`src/rtl/key_event_fifo.sv`:
```
// Converts debounced key levels into press and auto-repeat key-code events
// and queues them in a small first-word-fall-through FIFO.
module key_event_fifo #(
    parameter int DEPTH        = 8,
    parameter int REPEAT_DELAY = 25000000,
    parameter int REPEAT_RATE  = 5000000,
    parameter int CNT_W        = 25
) (
    input  logic                   clk,
    input  logic                   rst_n,
    input  logic                   hold1,
    input  logic                   hold2,
    input  logic                   hold3,
    input  logic                   hold4,
    input  logic                   rd_en,
    output logic [1:0]             key_code,
    output logic                   key_valid,
    output logic [$clog2(DEPTH):0] count,
    output logic                   overflow
);

    localparam int AW = $clog2(DEPTH);

    typedef enum logic {PH_DELAY, PH_RATE} phase_t;

    logic [3:0]       hold;
    logic [3:0]       hold_q;
    logic [3:0]       press;
    logic [3:0]       rep;
    logic [3:0]       pending;
    logic [3:0]       pending_next;
    logic [3:0]       served;
    logic             single;
    logic [CNT_W-1:0] cnt;
    logic [CNT_W-1:0] cnt_next;
    phase_t           phase;
    phase_t           phase_next;
    logic [1:0]       sel;
    logic             full;
    logic             do_pop;
    logic             do_write;
    logic             do_drop;
    logic [1:0]       mem [DEPTH];
    logic [AW-1:0]    wr_ptr;
    logic [AW-1:0]    rd_ptr;
    logic [1:0]       last_code;

    assign hold   = {hold4, hold3, hold2, hold1};
    assign press  = hold & ~hold_q;
    assign single = (hold != 4'b0) && ((hold & (hold - 4'd1)) == 4'b0);

    // Shared repeat timer: only runs while exactly one key is held unchanged
    always_comb begin
        cnt_next   = cnt + CNT_W'(1);
        phase_next = phase;
        rep        = 4'b0;
        if ((hold != hold_q) || !single) begin
            cnt_next   = '0;
            phase_next = PH_DELAY;
        end else if ((phase == PH_DELAY) && (cnt == CNT_W'(REPEAT_DELAY - 1))) begin
            rep        = hold;
            cnt_next   = '0;
            phase_next = PH_RATE;
        end else if ((phase == PH_RATE) && (cnt == CNT_W'(REPEAT_RATE - 1))) begin
            rep        = hold;
            cnt_next   = '0;
        end
    end

    // Fixed priority: the lowest-numbered pending key is served each cycle
    always_comb begin
        sel    = 2'd0;
        served = 4'b0;
        for (int k = 3; k >= 0; k--) begin
            if (pending[k]) sel = 2'(k);
        end
        if (pending != 4'b0) served[sel] = 1'b1;
    end

    assign pending_next = (pending & ~served) | press | rep;
    assign key_valid    = (count != '0);
    assign full         = (count == (AW+1)'(DEPTH));
    assign do_pop       = rd_en & key_valid;
    assign do_write     = (pending != 4'b0) && (!full || do_pop);
    assign do_drop      = (pending != 4'b0) && full && !do_pop;
    assign key_code     = key_valid ? mem[rd_ptr] : last_code;

    always_ff @(posedge clk) begin
        if (do_write) mem[wr_ptr] <= sel;
    end

    // last_code keeps the most recently popped head visible while empty
    always_ff @(posedge clk or negedge rst_n) begin
        if (!rst_n) begin
            hold_q    <= 4'b0;
            pending   <= 4'b0;
            cnt       <= '0;
            phase     <= PH_DELAY;
            wr_ptr    <= '0;
            rd_ptr    <= '0;
            count     <= '0;
            overflow  <= 1'b0;
            last_code <= 2'd0;
        end else begin
            hold_q   <= hold;
            pending  <= pending_next;
            cnt      <= cnt_next;
            phase    <= phase_next;
            overflow <= do_drop;
            if (do_write) wr_ptr <= wr_ptr + AW'(1);
            if (do_pop) begin
                rd_ptr    <= rd_ptr + AW'(1);
                last_code <= mem[rd_ptr];
            end
            if (do_write && !do_pop)
                count <= count + (AW+1)'(1);
            else if (!do_write && do_pop)
                count <= count - (AW+1)'(1);
        end
    end

endmodule

```
`config.mk`:
```
export PLATFORM = sky130hd
export DESIGN_NAME = key_event_fifo
export DESIGN_NICKNAME = d
export VERILOG_FILES = /design/src/rtl/key_event_fifo.sv
export SDC_FILE = /design/constraint.sdc
export NUM_CORES = 1
export LEC_CHECK = 0
export CAP_MARGIN = 20
export CORE_ASPECT_RATIO = 0.75
export CORE_MARGIN = 2
export CORE_UTILIZATION = 45
export DETAILED_ROUTE_END_ITERATION = 7
export GPL_ROUTABILITY_DRIVEN = 0
export SLEW_MARGIN = 0
export SYNTH_ARGS = -nofsm -noshare
export SYNTH_HDL_FRONTEND = slang
export SYNTH_SLANG_ARGS = --single-unit
```
`constraint.sdc`:
```
create_clock -name clk -period 2.95 [get_ports clk]
set_input_delay 0.59 -clock clk [delete_from_list [all_inputs] [get_ports clk]]
set_output_delay 0.59 -clock clk [all_outputs]
set_load 0.02 [all_outputs]
```
==> impl_metrics.toml <==
[routing]
avgRoutedWirePerCell_um = 15.5
vias = 2084
drt-total-wl_um = 5810
drt-vias-per-instance = 5.56
ant_nets = 0
drt_first_pass_iters = 4
first_iter_violations = 207
drcViolationCount = 0

[power]
leakage_nw = 1.41
p_seq_share_pct = 41.0
vdd.ir_drop.worst_v = 0.000381
p_total_mw = 2.97
pwr-share-clk_pct = 33.3
p_per_area_mw_per_mm2 = 807
swShare_pct = 28.5
internal_power_mw = 2.12
power.combinational.fraction_pct = 25.7
netSwitchingPower_uw = 844

[yosys]
synth_cell_types = 52
yosys_warnings = 0
synthCells = 266
ys.flop_type = "dfrtp_1"
muxShareOfSynthArea_pct = 4.85
synth_fa_ha_area_share_pct = 4.58
synth-simple-area-share_pct = 20.3
syn_nets = 284
synth_top_family_by_area = "simple AND/OR/NAND/NOR gates"
synth_area_mm2 = 0.00317
synth_compound_area_share_pct = 8.72
synthArstFlopShare_pct = 74.6
synth.avg_cell_area_um2 = 11.9
ys_ff_latch = 63
ys_seq_area_share_pct = 52.2
synthXorXnorAreaFrac_pct = 6.35
synth_edf_count = 16

[clock_tree]
clk_latency_ns = 0.34
path_clk_slew_ns = 0.07
cts_buffer_depth = 2
cts_setup_buffers = 0
root_buffer = "clkbuf_8"
cts_tree = "yes"
cts_buffers = 9
numClockSinks = 63
h-tree-depth = 3

[placement]
port_buffers = 14
dp_hpwl_um = 4100
placed_area_mm2 = 0.00341

[die]
ios = 15
start_util_pct = 46.4
core_mm2 = 0.00683
die-area_mm2 = 0.00774
die_h_um = 76.7
die_w_um = 101
num_rows = 26

[sta]
timing.hold.ws_ns = 0.216
tightest_slew_ns = 0.642
finalHoldViolations = 0
fin_skew_ns = 0.00664
rsz0062_at_grt = "no"
tns_ns = 0
max_freq_ghz = 0.351
slew_viol_final = 0
slew_headroom_pct = 56.8
setup_viol = 0
fin_crit_ns = 2.85
period_share_pct = 96.6

[layout]
final_layout_size_suffix_gt1_share_pct = 14.8
fin_util_pct = 53.8
finalNetCount = 304
final_area_mm2 = 0.00368
diodes = 0
syn_to_final_growth_pct = 15.9
fillers = 601

[grt]
grt_max_degree = 48
grt.overflow.total = 0
grt_pass1_wl_um = 10100
antenna_found_initial = 0
grt_pass1_vias = 1947
track_usage_pct = 17.2

[critical_path]
cp_max_fo = 7
crit_type = "flop to primary output"
cp-start-kind = "flop"
r2r_cells = 9
cp-end-kind = "primary output"
arrival_ns = 2.26
crit_required_ns = 2.36

[job]
cap_viol_max_count = 0

[outcome]
status = "completed"

[min_path]
hold_path.class = "primary input to async pin"
==> power by group through the flow <==
stage	registers [mW]	logic [mW]	clock network (mW)
2_1_floorplan	1.21	0.526	0
3_3_place_gp	1.23	0.756	0
3_5_place_dp	1.23	0.767	0
4_1_cts	1.22	0.770	1.01
5_1_grt	1.24	0.845	1.06
6_report	1.22	0.762	0.987
==> per-stage QoR <==
stage               instances  worst slack [ns]
global route              375           0.00203
CTS                       375            0.0181
global placement          359             0.277
detailed placement        359             0.220
finish                    375             0.100
floorplan                 266             0.203
==> flip-flops by register name, summed over array words and instances (netlist names) <==
name,cells
cnt,25
count,4
hold_q,4
last_code,2
mem,16
overflow,1
pending,4
phase,1
rd_ptr,3
wr_ptr,3
==> kinds of logic after synthesis <==
kind of cell             Yosys count
multiplexers                      10
AO/OA/AOI/OAI                     36
flip-flops                        63
adder cells (fa/ha/maj)           11
buffers and inverters             20
XOR/XNOR                          23
AND/OR/NAND/NOR                  103
==> worst max-delay path, cell delays in order, from the launching register on <==
cell and delay, ns:
dfrtp_1 0.46, or4_1 0.66, a21oi_1 0.17, clkdlybuf4s50_1 0.62
==> cell usage in the layout (no fill, tap or decap), types with 10 or more instances in the layout <==
master	instances
nor2_1	11
dfrtp_1	46
xnor2_1	18
nand2_1	15
edfxtp_1	16
clkdlybuf4s50_1	13
ha_1	10
inv_1	10
nor3_1	23
==> repair_timing <==
action	CTS	global route
resized for setup	0	1
hold buffers	0	0
setup endpoints to repair	0	2
==> cell usage after synthesis (2+ instances only) <==
cell / instances / area [um^2]
or4b_2: 2 / 20.0
or3_1: 4 / 25.0
o21ai_0: 6 / 30.0
mux4_2: 4 / 90.1
nand2_1: 15 / 56.3
mux2i_1: 3 / 30.0
nor4_1: 5 / 31.3
ha_1: 10 / 125
a21o_1: 2 / 15.0
a211oi_2: 3 / 37.5
and4_1: 4 / 35.0
xnor2_1: 18 / 158
buf_2: 2 / 10.0
buf_6: 2 / 22.5
nor3_1: 23 / 115
or4bb_1: 2 / 22.5
nand3_1: 8 / 40.0
a21oi_1: 5 / 25.0
o21a_1: 2 / 15.0
inv_1: 10 / 37.5
a211oi_1: 4 / 30.0
clkbuf_1: 5 / 18.8
mux2_2: 3 / 33.8
a311o_1: 2 / 20.0
edfxtp_1: 16 / 480
or4_1: 9 / 67.6
nor2_1: 11 / 41.3
nor3b_1: 4 / 30.0
o31ai_1: 5 / 37.5
dfrtp_1: 47 / 1180
xor2_1: 5 / 43.8
nand4_4: 2 / 42.5
nand4_1: 4 / 25.0
==> path summary, 6_finish.rpt <==
| kind | start | end | slack (ns) |
|---|---|---|---|
| max in group asynchronous | rst_n | rd_ptr[0]$_DFFE_PN0N_ | 2.50 |
| worst min register to register | last_code[1]$_DFFE_PN0N_ | last_code[1]$_DFFE_PN0N_ | 0.49 |
| worst min-delay path | rst_n | cnt[14]$_DFF_PN0_ | 0.22 |
| worst max register to register | count[0]$_DFFE_PN0P_ | count[3]$_DFFE_PN0P_ | 0.38 |
| worst max-delay path | count[0]$_DFFE_PN0P_ | key_code[1] | 0.10 |
| min in group clk | last_code[1]$_DFFE_PN0N_ | last_code[1]$_DFFE_PN0N_ | 0.49 |
==> layer usage <==
layer / vias up / track usage, % / wire, um
met5: - / 0 / 0
met4: 0 / 5.27 / 59
met3: 7 / 6.02 / 341
met2: 44 / 20.5 / 2250
met1: 980 / 28.3 / 3160
li1: 1053 / - / -
==> final cells by class <==
class	count	area, um^2	area share (%)
flip-flops and latches	63	1660	45.1
multi-input cells	183	1420	38.7
repair buffers	19	185	5.04
clock inverters	7	145	3.95
clock buffers	9	124	3.37
well taps	84	105	2.86
inverters	10	37.5	1.02
Power figures use the tool's default switching activity.
